==> src/rtl/wbuf_pkg.sv <==
// Shared constants, entry type and index helper for the write-buffer read responder.
package wbuf_pkg;

    localparam int unsigned NUM_CH  = 4;
    localparam int unsigned CH_ID_W = 2;
    localparam int unsigned WB_ID_W = 8;
    localparam int unsigned DATA_W  = 128;

    typedef struct packed {
        logic              valid;
        logic [DATA_W-1:0] data;
    } wbuf_entry_t;

    // Flat entry index {channel, low idx_w bits of the entry id}.
    function automatic logic [WB_ID_W-1:0] wbuf_index(
        input logic [CH_ID_W-1:0] ch,
        input logic [WB_ID_W-1:0] id,
        input int unsigned        idx_w
    );
        logic [WB_ID_W-1:0] mask;
        mask = WB_ID_W'((1 << idx_w) - 1);
        return (WB_ID_W'(ch) << idx_w) | (id & mask);
    endfunction

endpackage

==> src/rtl/wbuf_entry_array.sv <==
// Write-buffer storage: data plus valid bits, one write port, one read-and-release
// port and the free-entry counter.
module wbuf_entry_array
    import wbuf_pkg::*;
#(
    parameter int unsigned ENTRIES_PER_CH = 4
)
(
    input  logic                                          clk,
    input  logic                                          rst_n,
    input  logic                                          i_wr_en,
    input  logic [$clog2(ENTRIES_PER_CH)+CH_ID_W-1:0]     i_wr_idx,
    input  logic [DATA_W-1:0]                             i_wr_data,
    output logic                                          o_wr_ready,
    input  logic                                          i_rd_en,
    input  logic [$clog2(ENTRIES_PER_CH)+CH_ID_W-1:0]     i_rd_idx,
    output wbuf_entry_t                                   o_rd_entry,
    output logic [6:0]                                    o_free_cnt
);

    localparam int unsigned N         = NUM_CH * ENTRIES_PER_CH;
    localparam logic [8:0]  FREE_INIT = 9'(N);

    logic [DATA_W-1:0] r_mem [N];
    logic [N-1:0]      r_valid;
    logic [8:0]        r_free_cnt;
    logic              w_rd_hit;

    assign o_wr_ready       = !r_valid[i_wr_idx];
    assign o_rd_entry.valid = r_valid[i_rd_idx];
    assign o_rd_entry.data  = r_mem[i_rd_idx];
    assign w_rd_hit         = i_rd_en & r_valid[i_rd_idx];

    always_ff @(posedge clk) begin
        if (i_wr_en) begin
            r_mem[i_wr_idx] <= i_wr_data;
        end
    end

    // Set after clear: a same-index write and read leaves the entry valid.
    always_ff @(posedge clk or negedge rst_n) begin
        if (!rst_n) begin
            r_valid <= '0;
        end else begin
            if (i_rd_en) begin
                r_valid[i_rd_idx] <= 1'b0;
            end
            if (i_wr_en) begin
                r_valid[i_wr_idx] <= 1'b1;
            end
        end
    end

    always_ff @(posedge clk or negedge rst_n) begin
        if (!rst_n) begin
            r_free_cnt <= FREE_INIT;
        end else begin
            case ({i_wr_en, w_rd_hit})
                2'b10:   r_free_cnt <= r_free_cnt - 9'd1;
                2'b01:   r_free_cnt <= r_free_cnt + 9'd1;
                default: r_free_cnt <= r_free_cnt;
            endcase
        end
    end

    // The 7-bit port cannot represent the largest configurations; it pins at 127.
    assign o_free_cnt = (r_free_cnt > 9'd127) ? 7'h7F : r_free_cnt[6:0];

endmodule

==> src/rtl/wbuf_read_responder.sv <==
// Write-buffer read responder: in-order one-beat returns from the write buffer.
// Optional invalid-read error flag/counter enabled by defining WBUF_RD_ERR_EN.
module wbuf_read_responder
    import wbuf_pkg::*;
#(
    parameter int unsigned ENTRIES_PER_CH = 4
)
(
    input  logic                clk,
    input  logic                rst_n,
    input  logic                xbar_wbuf_valid_i,
    output logic                xbar_wbuf_ready_o,
    input  logic [CH_ID_W-1:0]  xbar_wbuf_channel_id_i,
    input  logic [WB_ID_W-1:0]  xbar_wbuf_wbuffer_id_i,
    input  logic [DATA_W-1:0]   xbar_wbuf_data_i,
    input  logic                rc_wbuf_req_valid_i,
    output logic                rc_wbuf_req_ready_o,
    input  logic [CH_ID_W-1:0]  rc_wbuf_req_channel_id_i,
    input  logic [WB_ID_W-1:0]  rc_wbuf_req_wbuffer_id_i,
    output logic                rc_wbuf_rtn_valid_o,
    input  logic                rc_wbuf_rtn_ready_i,
    output logic [DATA_W-1:0]   rc_wbuf_rtn_data_o,
    output logic [6:0]          wbuf_free_cnt_o
`ifdef WBUF_RD_ERR_EN
    ,
    output logic                wbuf_rd_err_o,
    output logic [7:0]          wbuf_rd_err_cnt_o
`endif
);

    localparam int unsigned IDX_W = $clog2(ENTRIES_PER_CH);
    localparam int unsigned AW    = IDX_W + CH_ID_W;

    logic [AW-1:0]     w_wr_idx;
    logic [AW-1:0]     w_rd_idx;
    logic              w_wr_ready;
    logic              w_wr_fire;
    logic              w_req_fire;
    wbuf_entry_t       w_rd_entry;
    logic              r_rtn_valid;
    logic [DATA_W-1:0] r_rtn_data;

    assign w_wr_idx = AW'(wbuf_index(xbar_wbuf_channel_id_i, xbar_wbuf_wbuffer_id_i, IDX_W));
    assign w_rd_idx = AW'(wbuf_index(rc_wbuf_req_channel_id_i, rc_wbuf_req_wbuffer_id_i, IDX_W));

    assign xbar_wbuf_ready_o   = w_wr_ready;
    assign rc_wbuf_req_ready_o = !r_rtn_valid | rc_wbuf_rtn_ready_i;
    assign w_wr_fire           = xbar_wbuf_valid_i & w_wr_ready;
    assign w_req_fire          = rc_wbuf_req_valid_i & rc_wbuf_req_ready_o;

    wbuf_entry_array #(
        .ENTRIES_PER_CH (ENTRIES_PER_CH)
    ) u_entry_array (
        .clk        (clk),
        .rst_n      (rst_n),
        .i_wr_en    (w_wr_fire),
        .i_wr_idx   (w_wr_idx),
        .i_wr_data  (xbar_wbuf_data_i),
        .o_wr_ready (w_wr_ready),
        .i_rd_en    (w_req_fire),
        .i_rd_idx   (w_rd_idx),
        .o_rd_entry (w_rd_entry),
        .o_free_cnt (wbuf_free_cnt_o)
    );

    always_ff @(posedge clk or negedge rst_n) begin
        if (!rst_n) begin
            r_rtn_valid <= 1'b0;
            r_rtn_data  <= '0;
        end else if (w_req_fire) begin
            r_rtn_valid <= 1'b1;
            r_rtn_data  <= w_rd_entry.valid ? w_rd_entry.data : '0;
        end else if (rc_wbuf_rtn_ready_i) begin
            r_rtn_valid <= 1'b0;
        end
    end

    assign rc_wbuf_rtn_valid_o = r_rtn_valid;
    assign rc_wbuf_rtn_data_o  = r_rtn_data;

`ifdef WBUF_RD_ERR_EN
    logic       r_rd_err;
    logic [7:0] r_rd_err_cnt;
    logic       w_err_hit;

    assign w_err_hit = w_req_fire & !w_rd_entry.valid;

    always_ff @(posedge clk or negedge rst_n) begin
        if (!rst_n) begin
            r_rd_err     <= 1'b0;
            r_rd_err_cnt <= '0;
        end else if (w_err_hit) begin
            r_rd_err <= 1'b1;
            if (r_rd_err_cnt != 8'hFF) begin
                r_rd_err_cnt <= r_rd_err_cnt + 8'd1;
            end
        end
    end

    assign wbuf_rd_err_o     = r_rd_err;
    assign wbuf_rd_err_cnt_o = r_rd_err_cnt;
`else
    // Invalid reads return zeros and are not recorded.
`endif

endmodule

==> config.mk <==
export PLATFORM = sky130hd
export DESIGN_NAME = wbuf_read_responder
export DESIGN_NICKNAME = d
export VERILOG_FILES = /design/src/rtl/wbuf_pkg.sv /design/src/rtl/wbuf_entry_array.sv /design/src/rtl/wbuf_read_responder.sv
export SDC_FILE = /design/constraint.sdc
export NUM_CORES = 2
export LEC_CHECK = 0
export ABC_AREA = 1
export BUFFER_PORTS_ARGS = -buffer_cell sky130_fd_sc_hd__buf_2
export CAP_MARGIN = 10
export CORE_UTILIZATION = 62
export DETAILED_ROUTE_END_ITERATION = 7
export PLACE_DENSITY = 0.8
export SLEW_MARGIN = 10
export SYNTH_ARGS = -nofsm -noshare
export SYNTH_HDL_FRONTEND = slang
export SYNTH_HIERARCHICAL = 1
export SYNTH_SLANG_ARGS = --single-unit
==> constraint.sdc <==
create_clock -name clk -period 8.4 [get_ports clk]
set_input_delay 0.42 -clock clk [delete_from_list [all_inputs] [get_ports clk]]
set_output_delay 0.42 -clock clk [all_outputs]
set_load 0.01 [all_outputs]
* Word level (Yosys, flattened, before mapping)
Memories as Yosys holds them, arrays and structs flattened.
Cells that the tools add are included.
** Word-level totals
- Logic and storage cells :: 46
- Memories kept :: 1
- Flip-flop bits (word level) :: 154
- RAM bits :: 2048
- Output and inout bits :: 138
- Latch bits :: 0
- Bits of input ports :: 153
- Bits in read-only memories :: 0
** Memory list
- u_entry_array.r_mem :: depth 16, width 128, read ports 1, clocked after memory_dff 0, wr ports 1, RTL line wbuf_entry_array.sv:24 : logic [DATA_W-1:0] r_mem [N];
** Cells by class
- Muxes and demuxes :: 17
- Multipliers :: 0
- Magnitude comparators :: 5
- Div/mod/pow operators :: 0
- Equality and inequality tests :: 2
- Bitwise operators :: 9
- Shifts and indexed selects :: 0
- Reduce and logical (&&, ||, !) cells :: 6
- $add $sub $neg :: 2
** Operator list (number)
- $mux 128 :: 1
- $mux 16 :: 2
- $pmux 9 s2 :: 1
- $and 16x16->16 :: 1
- $not 16->16 :: 1
- $or 16x16->16 :: 1
- $lt 4x5->1 const B :: 2
- $add 9x1->9 const B :: 1
- $gt 9x7->1 const B :: 1
- $sub 9x1->9 const B :: 1
- $bmux 1 s4 :: 2
- $demux 1 s4 :: 2
- $ge 4x1->1 const B :: 2
- $mux 1 :: 8
- $or 4x2->4 :: 2
- $mux 7 :: 1
- $reduce_bool 2->1 :: 2
- $and 1x1->1 :: 3
- $eq 2x1->1 const B :: 1
- $eq 2x2->1 const B :: 1
- $logic_and 1x1->1 :: 2
- $logic_not 1->1 :: 2
- $or 1x1->1 :: 1

* Logic depth before layout (Yosys ltp)
- Depth in word-level cells :: 10
- Mapped depth :: 20
- Mapped depth without buffers :: 20

* Hierarchy
Netlist, hierarchy kept.
** By module, submodules not included
- wbuf_entry_array :: sequential area each 62125.8 µm², area each 80616.1 µm², cells each 6520, times used 1
- wbuf_read_responder :: sequential area each 3228.1 µm², area each 6128.4 µm², cells each 832, times used 1

* Least setup slack after synthesis
No wires, ideal clock.
- Path kind :: input -> register
- Start point :: input port xbar_wbuf_wbuffer_id_i[0]
- End point :: memory u_entry_array.r_mem[9][0] (enable)
- Path slack :: 0.935 ns
- Stages :: 11
- Arrival :: 6.848 ns
- Required time :: 7.783 ns
- Library setup time :: 0.617 ns
- Path buffers :: 1
- Cells stage by stage :: clkbuf_1 -> nand2_1 -> o21ai_0 -> nand2_1 -> nand2_1 -> nand2_1 -> nand4_1 -> nand2_1 -> inv_1 -> nand3_1 -> nor2_1
** Between the ends
- Word-level cells in the longest chain between the ends :: 7
** Ends and longest elaborated chain
- start, declared :: RTL line wbuf_read_responder.sv:14 : input logic [WB_ID_W-1:0] xbar_wbuf_wbuffer_id_i,
- $or 4x2->4 :: RTL line wbuf_pkg.sv:22 : return (WB_ID_W'(ch) << idx_w) | (id & mask);
- $bmux 1 s4 :: RTL line wbuf_entry_array.sv:29 : assign o_wr_ready = !r_valid[i_wr_idx];
- $mux 1 (not written as such) :: RTL line wbuf_entry_array.sv:29
- $logic_not 1->1 :: RTL line wbuf_entry_array.sv:29
- named net xbar_wbuf_ready_o :: RTL line wbuf_read_responder.sv:12 : output logic xbar_wbuf_ready_o,
- $and 1x1->1 :: RTL line wbuf_read_responder.sv:48 : assign w_wr_fire = xbar_wbuf_valid_i & w_wr_ready;
- named net w_wr_fire :: RTL line wbuf_read_responder.sv:37 : logic w_wr_fire;
- $mux 1 :: RTL line wbuf_entry_array.sv:35 : if (i_wr_en) begin
- $mux 1 (not written as such) :: RTL line wbuf_entry_array.sv:36 : r_mem[i_wr_idx] <= i_wr_data;
- end, declared :: RTL line wbuf_entry_array.sv:24
The timed path passes the listed nets, and every way through them passes these cells. The select of a mux whose other input is x is not followed.

* Worst setup path in the final report
- Start point :: register u_entry_array.r_valid[9]
- End point :: memory u_entry_array.r_mem[8][56] (enable)
** Between the ends
- Word-level cells in the longest chain between the ends :: 6
** Ends and longest elaborated chain
- start, declared :: RTL line wbuf_entry_array.sv:25 : logic [N-1:0] r_valid;
- start signal, assigned :: RTL line wbuf_entry_array.sv:43 : r_valid <= '0;
- start signal, assigned by index :: RTL line wbuf_entry_array.sv:46 : r_valid[i_rd_idx] <= 1'b0;
- start signal, assigned by index :: RTL line wbuf_entry_array.sv:49 : r_valid[i_wr_idx] <= 1'b1;
- $bmux 1 s4 :: RTL line wbuf_entry_array.sv:29
- $mux 1 (not written as such) :: RTL line wbuf_entry_array.sv:29
- $logic_not 1->1 :: RTL line wbuf_entry_array.sv:29
- $and 1x1->1 :: RTL line wbuf_read_responder.sv:48
- named net w_wr_fire :: RTL line wbuf_read_responder.sv:37
- $mux 1 :: RTL line wbuf_entry_array.sv:35
- $mux 1 (not written as such) :: RTL line wbuf_entry_array.sv:36
The timed path passes the listed nets, and every way through them passes these cells. The select of a mux whose other input is x is not followed.

==> reports/qor.csv <==
stage;metric;value;unit
power;VDD IR-drop max;0.000205;V
setup_path;worst-path fanout max;36;
setup_path;Arr. time, crit path;4.89;ns
cells_and_area;synthesis-to-layout area growth;12.4;%
yosys;sequential fraction of the synthesis area;75.3;%
die;CORE AREA;138000;sq um
power;sw frac;23.0;%
setup_path;critical path class;register to register;
routing;max layer used;met5;
timing;Fin. Hold Viols;0;
power;Comb pwr share;7.7;%
grt;Total GRT Usage;32.3;%
grt;largest net degree at the start of global routing;201;
clock_network;root buffer cell;clkbuf_16;
timing;# setup viols final;0;
power;sequential share of power;53.0;%
timing;Worst-Margin Slew;1.26;ns
setup_path;reg-to-reg startpoint;u_entry_array/r_valid[9]$_DFF_PN0_;
grt;initial antenna violation count;22;
power;Leak Pwr;37.5;nW
clock_network;H-tree levels;4;
timing;Setup TNS;0;ns
setup_path;crit path cell chain;inv_1 -> nand2_1 -> o21ai_0 -> nand2_1 -> nand2_1 -> nand2_1 -> nand4_1 -> nand2_1 -> inv_1 -> nand2_1 -> nor2_4 -> buf_4 -> buf_4;
timing;Slew Limit Fails;0;
die;I/O pin count;291;
place;Placement Setup Slack;3.55;ns
setup_path;CP Capture Type;register;
power;P per Cell Area;238;nW/um^2
routing;First DRT Iteration DRCs;7577;
timing;post-route clock period utilization;52.8;%
clock_network;CTS tree;yes;
routing;met3 wire len;28600;um
yosys;Yosys cell types;29;
clock_network;clk buf depth;3;
flow_run;max-cap violation count;0;
grt;global-route wire length before repair;340000;um
routing;Wirelength per Cell;23.6;um
setup_path;CP required;8.85;ns
place;port buffer count;278;
yosys;cell count after synthesis;7352;
setup_path;most used cell, CP;nand2_1;
setup_path;r2r worst-path depth;13;
yosys;Synth area leaders;edfxtp_1, nand2_1, dfrtp_1;
place;RePlAce Congestion;0.785;
routing;metal2 WL;108000;um
yosys;YS warnings;6;
cells_and_area;FILL cells;8859;
yosys;synthesized area;86700;sq um
routing;final wirelength;229000;um
routing;DRC;0;
power;Net Sw Power;5.33;mW
timing;RSZ-0062 raised after global routing;false;
timing;Max Fclk;0.225;GHz
clock_network;cts bufs inserted;208;
yosys;Synth top area share;70.9;%
die;initial cell density of the core;62.8;%
routing;Routed met1 length;83200;um
clock_network;postcts setup bufs;0;
place;hpwl dp;108000;um
cells_and_area;layout cells sized above 1;8.54;%
timing;max_slew headroom;15.7;%
yosys;Synthesized Nets;7514;
setup_path;crit path from;u_entry_array/r_valid[9]$_DFF_PN0_;
timing;Final WS setup;3.96;ns
clock_network;Clock Latency Late Sink;0.85;ns
grt;vias in the first global route;57300;
setup_path;CP max stage cell;buf_4;
routing;Pre-Repair DR Iteration Count;8;
cells_and_area;most frequent cells in the layout;nand2_1, edfxtp_1, nand3_1, buf_2, nand4_1;
routing;Via density;6.03;
die;cell row count;136;
timing;min cycle time layout;4.44;ns
cells_and_area;Post-layout nets;7822;
yosys;largest area contributor in the netlist;edfxtp_1;
yosys;Syn Area/Cell;11.8;sq um
setup_path;Worst setup SP type;register;
grt;gr ovfl total;0;
cells_and_area;commonest non-fill, non-tap cell in the layout;nand2_1;
die;die area;141000;sq um
timing;Worst Clk Skew;0.0333;ns
setup_path;largest stage delay on the critical path;0.74;ns
routing;antenna-violating nets left;0;
power;clock network power share;39.3;%
routing;vias;58600;
clock_network;clk slew on worst S/H paths;0.07;ns
status;outcome;finished clean;
die;DIE HEIGHT;376;um
power;internal power;17.9;mW
yosys;Seq cells post-synth;2202;
worst_hold_path;Hold Crit Class;primary input to asynchronous set/reset pin;
die;Die W;376;um
clock_network;CTS Sinks;2202;
[synthesized netlist by cell type]
library cell  number
ha_1               8
fa_1               1
or2_2              1
edfxtp_1        2048
o21ai_1           91
o31ai_1            2
a21oi_1          131
dfrtp_1          153
o21ai_0           75
dfstp_2            1
buf_4             20
buf_2            245
o22ai_1            2
nand2_1         3569
nand3b_1           2
and2_1             1
clkbuf_1         105
nor2_1            40
nor2_4             1
inv_2              3
xnor2_1            2
nand2_2            2
buf_1             13
buf_6              3
inv_4              1
inv_1            173
nand4_1          258
nand3_1          397
nor3_1             4
[power groups by stage]
stage	sequential (mW)	clock, mW	combinational, mW
finish	12.3	9.11	1.78
floorplan	12.6	0	0.958
detailed placement	12.5	0	1.68
CTS	12.3	9.16	1.76
global route	12.3	9.59	1.94
global placement	12.5	0	1.64
[worst paths after layout]
| kind | endpoint | slack, ns |
|---|---|---|
| setup / recovery | u_entry_array/r_mem[8][56]$_DFFE_PP_ | 3.96 |
| hold / removal | u_entry_array/r_free_cnt[3]$_DFFE_PN0P_ | 0.16 |
| setup reg to reg | u_entry_array/r_mem[8][56]$_DFFE_PP_ | 3.96 |
| hold reg to reg | rc_wbuf_rtn_data_o[78]$_DFFE_PN0P_ | 0.46 |
| max in group asynchronous | rc_wbuf_rtn_data_o[122]$_DFFE_PN0P_ | 6.44 |
| min in group clk | u_entry_array/r_valid[12]$_DFF_PN0_ | 0.27 |
[flip-flops by register name, summed over array words and instances (netlist names)]
signal                    flops
rc_wbuf_rtn_data_o          128
rc_wbuf_rtn_valid_o           1
u_entry_array/r_free_cnt      9
u_entry_array/r_mem        2048
u_entry_array/r_valid        16
[critical path: cells and delay by family (launching register included)]
kind | cells | cell delay (ns)
buf+inv | 4 | 1.86
flops | 1 | 0.40
simple gates | 8 | 1.67
compound gates | 1 | 0.07
[metrics by stage]
step | instances | power (mW) | hold WS [ns] | area [sq um] | util (%)
after global placement | 9183 | 14.2 | 0.448 | 89500 | 64.8
after floorplan | 7352 | 13.5 | 0.124 | 86700 | -
after global routing | 9701 | 23.8 | 0.220 | 97500 | 70.6
after CTS | 9698 | 23.2 | 0.173 | 97500 | 70.6
after detailed placement | 9183 | 14.2 | 0.454 | 89500 | 64.8
final | 9711 | 23.2 | 0.155 | 97500 | 70.6
[cell families (layout without fill, tap and decap cells)]
group / Yosys count / in the layout / share of synthesized area (%)
AND/OR/NAND/NOR: 4275 / 4275 / 19.9
flip-flops: 2202 / 2202 / 75.3
buffers and inverters: 563 / 1046 / 2.90
AO/OA/AOI/OAI: 301 / 301 / 1.75
adder cells (fa/ha/maj): 9 / 9 / 0.138
XOR/XNOR: 2 / 2 / 0.0202
other: 0 / 13 / 0
[routing by layer]
layer,vias to the layer above,GRT usage [%]
li1,25700,-
met1,28200,43.4
met2,4021,52.1
met3,629,6.58
met4,22,13.6
met5,-,0
[layout make-up]
class                           count  area (sq um)  area share (%)
Antenna cell                       13          32.5          0.0334
Clock buffer                      283          5740            5.89
Clock inverter                    102           908           0.931
Inverter                          177           712           0.730
Multi-Input combinational cell   4587         19000            19.5
Sequential cell                  2202         65400            67.0
Tap cell                         1863          2330            2.39
Timing Repair Buffer              484          3400            3.48
[what timing repair did]
item                                   4_1_cts  5_1_grt
resized for setup                            0        0
endpoints found under the hold margin     2135        0
hold buffers                               130        0
Note: power is estimated with default switching activity, not from simulation.
